$ cat src/rtl/ram_arbiter.sv
// Round-robin arbiter that serialises NREQ cache miss ports onto one shared RAM port.
// Define DATA_PRIORITY_EN to favour odd (data) requesters over even (instruction) ones.
module ram_arbiter #(
  parameter int NREQ   = 4,
  parameter int ADDR_W = 32,
  parameter int DATA_W = 32,
  parameter int ID_W   = (NREQ > 1) ? $clog2(NREQ) : 1
) (
  input  logic                   CLK,
  input  logic                   nRST,
  input  logic [NREQ-1:0]        req_ren,
  input  logic [NREQ-1:0]        req_wen,
  input  logic [NREQ*ADDR_W-1:0] req_addr,
  input  logic [NREQ*DATA_W-1:0] req_store,
  output logic [NREQ-1:0]        req_wait,
  output logic [NREQ-1:0]        req_hit,
  output logic [DATA_W-1:0]      req_load,
  output logic                   ram_ren,
  output logic                   ram_wen,
  output logic [ADDR_W-1:0]      ram_addr,
  output logic [DATA_W-1:0]      ram_store,
  input  logic [DATA_W-1:0]      ram_load,
  input  logic                   ram_ready,
  output logic                   busy,
  output logic [ID_W-1:0]        grant_id
);

  typedef enum logic [1:0] {IDLE, ACCESS, DONE} state_t;

  state_t            state;
  logic [ID_W-1:0]   rr_ptr;
  logic [NREQ-1:0]   active;
  logic [NREQ-1:0]   cand;
  logic [ID_W-1:0]   pick;
  logic [ADDR_W-1:0] win_addr;
  logic [DATA_W-1:0] win_store;
  logic              win_wen;

  // First set bit of cand found scanning ptr, ptr+1, ... modulo NREQ.
  function automatic logic [ID_W-1:0] rr_select(input logic [NREQ-1:0] c,
                                                input logic [ID_W-1:0] ptr);
    logic [ID_W-1:0] sel;
    logic [ID_W-1:0] idx;
    logic            found;
    sel   = ptr;
    found = 1'b0;
    for (int i = 0; i < NREQ; i++) begin
      idx = ID_W'((int'(ptr) + i) % NREQ);
      if (!found && c[idx]) begin
        found = 1'b1;
        sel   = idx;
      end
    end
    return sel;
  endfunction

  function automatic logic [ID_W-1:0] next_ptr(input logic [ID_W-1:0] id);
    int n;
    n = (int'(id) + 1) % NREQ;
    return ID_W'(n);
  endfunction

  function automatic logic [NREQ-1:0] onehot(input logic [ID_W-1:0] id);
    logic [NREQ-1:0] h;
    h     = '0;
    h[id] = 1'b1;
    return h;
  endfunction

`ifdef DATA_PRIORITY_EN
  function automatic logic [NREQ-1:0] odd_mask();
    logic [NREQ-1:0] m;
    m = '0;
    for (int i = 1; i < NREQ; i += 2) m[i] = 1'b1;
    return m;
  endfunction

  localparam logic [NREQ-1:0] DATA_PORTS = odd_mask();
`endif

  assign active   = req_ren | req_wen;
  assign req_wait = active & ~req_hit;

  always_comb begin
    cand = active;
`ifdef DATA_PRIORITY_EN
    if ((active & DATA_PORTS) != '0) cand = active & DATA_PORTS;
`endif
  end

  assign pick = rr_select(cand, rr_ptr);

  always_comb begin
    win_addr  = '0;
    win_store = '0;
    win_wen   = 1'b0;
    for (int i = 0; i < NREQ; i++) begin
      if (pick == ID_W'(i)) begin
        win_addr  = req_addr[i*ADDR_W +: ADDR_W];
        win_store = req_store[i*DATA_W +: DATA_W];
        win_wen   = req_wen[i];
      end
    end
  end

  // A write wins over a read when a requester raises both strobes.
  always_ff @(posedge CLK or negedge nRST) begin
    if (!nRST) begin
      state     <= IDLE;
      rr_ptr    <= '0;
      grant_id  <= '0;
      ram_ren   <= 1'b0;
      ram_wen   <= 1'b0;
      ram_addr  <= '0;
      ram_store <= '0;
      req_load  <= '0;
      req_hit   <= '0;
      busy      <= 1'b0;
    end else begin
      case (state)
        IDLE: begin
          if (|active) begin
            grant_id  <= pick;
            ram_addr  <= win_addr;
            ram_store <= win_store;
            ram_wen   <= win_wen;
            ram_ren   <= ~win_wen;
            busy      <= 1'b1;
            state     <= ACCESS;
          end
        end
        ACCESS: begin
          if (ram_ready) begin
            if (ram_ren) req_load <= ram_load;
            ram_ren <= 1'b0;
            ram_wen <= 1'b0;
            busy    <= 1'b0;
            rr_ptr  <= next_ptr(grant_id);
            req_hit <= onehot(grant_id);
            state   <= DONE;
          end
        end
        DONE: begin
          req_hit <= '0;
          state   <= IDLE;
        end
        default: state <= IDLE;
      endcase
    end
  end

endmodule

$ cat config.mk
export PLATFORM = sky130hd
export DESIGN_NAME = ram_arbiter
export DESIGN_NICKNAME = d
export VERILOG_FILES = /design/src/rtl/ram_arbiter.sv
export SDC_FILE = /design/constraint.sdc
export NUM_CORES = 1
export LEC_CHECK = 0
export CORE_AREA = 2 2 160 162
export DETAILED_ROUTE_END_ITERATION = 10
export DIE_AREA = 0 0 162 164
export HOLD_SLACK_MARGIN = 0.06
export MAX_ROUTING_LAYER = met4
export PLACE_DENSITY = 0.65
export SLEW_MARGIN = 20
export SYNTH_ARGS = -nofsm -noshare
export SYNTH_HDL_FRONTEND = slang
export SYNTH_SLANG_ARGS = --single-unit
export TNS_END_PERCENT = 50
$ cat constraint.sdc
create_clock -name CLK -period 2 [get_ports CLK]
set_clock_uncertainty 0.2 [all_clocks]
set_input_delay 0.4 -clock CLK [delete_from_list [all_inputs] [get_ports CLK]]
set_output_delay 0.4 -clock CLK [all_outputs]
set_load 0.01 [all_outputs]
* Word level (Yosys, flattened, before mapping) *
Index checks and enable logic that the tools add are counted.
Widths: inputs -> output; s select.

cells by class
  multiplexer cells = 40
  bitwise operators = 4
  reductions and logical operators = 18
  equal/unequal tests = 7
  magnitude comparators = 6
  $add $sub $neg = 4

operators by type and width
  cell                 number
  $mux 32              8
  $mux 1               16
  $lt 2x3->1 const B   5
  $mux 2               5
  $bmux 1 s2           4
  $pmux 4 s2           1
  $reduce_and 2->1     4
  $eq 2x2->1 const B   3
  $pmux 1 s2           3
  $reduce_and 3->1     2
  $add 2x1->2 const B  2
  $add 2x2->2 const B  2
  $and 4x4->4          1
  $eq 2x1->1 const B   2
  $logic_and 1x1->1    4
  $logic_not 2->1      2
  $mux 4               1
  $ne 2x2->1 const B   2
  $not 4->4            1
  $or 4x4->4           1
  $pmux 2 s2           1
  $reduce_bool 2->1    2
  $reduce_or 4->1      1
  $logic_not 1->1      3
  other kinds (3)      3

storage, ports and cells
  flip-flop bits (word level) = 109

* Logic depth before layout (Yosys ltp) *
  depth in word-level cells = 21
  mapped depth = 8

* Worst setup path after synthesis *
No wires, ideal clock.

  path kind = input to register
  from = input port req_ren[3]
  to = register ram_addr[0]
  arrival time = 1.720 ns
  library setup time = 0.138 ns
  required time = 1.662 ns
  stages = 7
  path buffers = 2
  setup slack = -0.058 ns
  cell sequence = or4_1 a21oi_2 a221oi_2 nand2_1 buf_2 buf_2 o221ai_1

between the ends
  longest elaborated chain between the ends = 18
  elaborated cells between the ends (all ways) = 31
  those cells by class = 3 x eq/ne; 18 x mux; 1 x bitwise; 9 x reduce/logical

RTL lines
  item                          line  text
  from (decl)                   11    input logic [NREQ-1:0] req_ren,
  $or 4x4->4 *                  81    assign active = req_ren | req_wen;
  $bmux 1 s2                    49    if (!found && c[idx]) begin
  $mux 1 (not written as such)  49
  $mux 1                        49
  $logic_not 1->1               49
  $logic_and 1x1->1             49
  $mux 1                        49
  $logic_not 1->1               49
  $logic_and 1x1->1             49
  $mux 1                        49
  $logic_not 1->1               49
  $logic_and 1x1->1             49
  $mux 2                        49
  $logic_not 2->1               98    if (pick == ID_W'(i)) begin
  $mux 32 (4 in a row)          98
  to (signal assigned)          124   ram_addr <= win_addr;
  to (decl)                     20    output logic [ADDR_W-1:0] ram_addr,

Mark *: on every way between the ends. The rest lies on a longest branch, timed or not. The select of a mux whose other input is x is not followed.
A chain may end at the register's enable or synchronous reset.

* Worst setup path after layout *
  from = input port req_ren[0]
  to = register ram_store[5]

between the ends
  longest elaborated chain between the ends = 18
  elaborated cells between the ends (all ways) = 31
  those cells by class = 3 x eq/ne; 18 x mux; 1 x bitwise; 9 x reduce/logical

RTL lines
  item                          line  text
  $or 4x4->4 *                  81
  $bmux 1 s2                    49
  $mux 1 (not written as such)  49
  $mux 1                        49
  $logic_not 1->1               49
  $logic_and 1x1->1             49
  $mux 1                        49
  $logic_not 1->1               49
  $logic_and 1x1->1             49
  $mux 1                        49
  $logic_not 1->1               49
  $logic_and 1x1->1             49
  $mux 2                        49
  $logic_not 2->1               98
  $mux 32 (4 in a row)          98
  to (signal assigned)          125   ram_store <= win_store;
  to (decl)                     21    output logic [DATA_W-1:0] ram_store,

Marked as above.

==> results by group <==
Synth
  – Warnings, synthesis: 0
  – FFs w/ async S/R, synth: 100%
  – Seq cells post-synth: 109
  – Syn nets: 819
  – Synth top area share: 45.2%
  – Mapped Area: 6030 µm²
  – Syn Inst Count: 516
  – Synthesized area per cell: 11.7 µm²
  – Area leader, netlist: dfrtp_1
  – Sequential fraction of the synthesis area: 45.2%
  – Largest cells by area after synthesis: dfrtp_1 45%, mux2i_1 21%, o221ai_1 8.4%
  – Primary FF master, synth: dfrtp_1
  – Yosys cell types: 40
  – Number of synthesized flops with an enable pin: 0

Final layout
  – Nets: 1,268
  – Most common cell after layout, fill and taps aside: clkdlybuf4s50_1
  – Layout fillers: 2,286
  – Commonest cells after routing, fill and taps aside: 391 x clkdlybuf4s50_1, 109 x dfrtp_1, 108 x mux2i_1, 78 x nand2_1, 53 x o221ai_1
  – Antenna fix cells: 0
  – Share of cells above drive strength 1: 18.5%
  – Final Util: 47.2%
  – Design area: 11,700 µm²
  – Area grow syn2layout: 94.2%
  – Non-Filler Instances: 1,300

Critical path
  – Crit-path most repeated cell: buf_12
  – Critical path class: input pin to flip-flop
  – Worst path required time: 2.02 ns
  – Crit start category: input pin
  – Slowest cell on the critical path: nor4_4
  – Top cell family by delay on the critical path: buffers and inverters
  – Worst Path Max Fanout: 8
  – CP Capture Type: flip-flop
  – Worst endpoint data arrival time: 2.13 ns
  – Crit path buf inv count: 3
  – Crit-path cells: dlygate4sd2_1 -> nor4_4 -> o41ai_4 -> o211ai_4 -> buf_12 -> buf_12 -> mux2i_2 -> o221ai_1
  – Max incr delay on CP: 0.34 ns

Timing
  – Slew @ Worst Pin: 0.390 ns
  – Final setup TNS: -4.30 ns
  – Fin crit share: 105%
  – Fin worst setup slack: -0.109 ns
  – Final hold violation count: 0
  – Fmax achieved: 0.474 GHz
  – Crit path time final: 2.11 ns
  – Max Slew Vio Count: 0
  – Final-report setup violation count: 65
  – Slew margin rel.: 73.9%
  – RSZ-0062 raised after global routing: true

Global route
  – Total routing usage reported by global routing: 18.6%
  – Vias in the first global route: 6,645
  – First-pass GRT wire length: 36,900 µm
  – GRT overflow: 0
  – Largest net degree at the start of global routing: 58
  – Initial antenna violation count: 0

Pwr
  – Leak: 4.87 nW
  – Peak VDD IR: 0.687 mV
  – PwrDens: 1360 nW/µm²
  – Tot Pwr: 15.9 mW

CTS
  – CTS HTree Levels: 3
  – CTS tree: done
  – Clock Sinks: 109
  – CTS max path bufs: 2
  – Clock-pin transition on the worst setup and hold timing paths: 0.08 ns
  – Root buffer cell: clkbuf_16
  – Cts bufs inserted: 9
  – Worst-skew pair later-pin latency: 0.35 ns

Placed design
  – GP Congestion: 0.802
  – Placed cell areas: 10,900 µm²
  – # placed instances: 1,267
  – DP HPWL: 18,200 µm
  – IO Port Bufs: 407

Worst hold path
  – HP Class: flip-flop to flip-flop

Die
  – Starting Density: 24.3%
  – Die area: 26,600 µm²
  – Rows: 58
  – Core area: 24,800 µm²
  – Ports: 408
  – Chip Height: 164 µm
  – Die Wd: 162 µm

Drt
  – Routed WL per cell: 19.0 µm
  – DRC: 0
  – Initial DRC Count: 236
  – Antenna Nets Post-Route: 0
  – Post-DR vias/cell: 4.66
  – Initial DRT Pass Iterations: 4
  – Routed WL: 24,800 µm
  – Via count: 6,058

Job
  – Max Cap Violations: 0

Outcome
  – Status: complete, but fails checks
  – Failing checks: negative setup slack
power by group:
group | switching (mW) | internal [mW]
combinational | 4.29 | 5.73
sequential | 0.679 | 3.32
clock | 1.02 | 0.913
final timing paths:
path                         startpoint           end  slack, ns  depth (start not counted)
min in group asynchronous          nRST  req_load[17]       0.37                          3
min reg2reg                ram_addr[27]  ram_addr[27]       0.29                          2
max reg2reg                   rr_ptr[0]  ram_store[5]      -0.10                          6
max                          req_ren[0]  ram_store[5]      -0.11                          8
min                        ram_addr[27]  ram_addr[27]       0.29                          2
max in group asynchronous          nRST  ram_store[5]       0.89                          3
synth_stat cells (2+ instances only):
library cell,number
mux2i_1,129
dfrtp_1,109
nand2_1,79
o221ai_1,58
mux2_2,32
buf_6,16
buf_2,15
o21ai_0,10
clkbuf_1,8
nor2_1,6
o221ai_2,6
a22o_1,4
ha_1,4
inv_1,4
a21oi_1,3
o211ai_1,3
a311o_1,2
buf_4,2
nand2b_1,2
nor2_2,2
o21a_1,2
o22ai_1,2
through the flow:
| stage | hold WS [ns] | setup WS (ns) |
|---|---|---|
| finish | 0.288 | -0.109 |
| global route | 0.311 | -0.211 |
| CTS | 0.294 | -0.114 |
| detailed placement | 0.242 | -0.751 |
| global placement | 0.246 | -0.761 |
| floorplan | -0.0956 | -0.0216 |
worst register-to-register path, cell delays in order, from the launching register on:
cell and delay [ns]:
dfrtp_1 0.43, o21a_1 0.21, o211ai_4 0.37, buf_12 0.23, buf_12 0.17, mux2i_2 0.23
o221ai_1 0.13
layout make-up:
cell class	instances	area, µm²	area share (%)
Clock buffer	9	225	1.92
Clock inverter	7	91.3	0.780
Inverter	5	18.8	0.160
Multi-Input combinational cell	360	3220	27.5
Sequential cell	109	2730	23.3
Tap cell	330	413	3.53
Timing Repair Buffer	480	5010	42.8
registers in the layout, indices dropped and copies added (netlist names):
signal and flops:
ram_addr 32, ram_store 32, req_load 32, req_hit 4
grant_id 2, rr_ptr 2, state 2, busy 1
ram_ren 1, ram_wen 1
layer usage:
| layer | wire (µm) | vias up | GRT usage, % |
|---|---|---|---|
| li1 | - | 2853 | - |
| met1 | 10200 | 2897 | 21.7 |
| met2 | 12400 | 285 | 32.3 |
| met3 | 1750 | 23 | 4.65 |
| met4 | 424 | 0 | 4.30 |
| met5 | 0 | - | - |
cell families after synthesis:
| group | after synthesis | share of synthesized area, % |
|---|---|---|
| AOI/OAI and AO/OA | 101 | 14.7 |
| and+or+nand+nor | 94 | 6.50 |
| buffers and inverters | 47 | 5.37 |
| adders and majority gates | 4 | 0.830 |
| muxes | 161 | 27.4 |
| DFF | 109 | 45.2 |
timing repair:
action	in CTS	in global routing
pin swaps	42	21
hold buffers	1	0
setup buffers	10	1
setup endpoints to repair	73	69
gates cloned	7	1
gates resized for setup	61	32
hold endpoints to repair	109	0
Note: power is estimated with default switching activity, not from simulation.
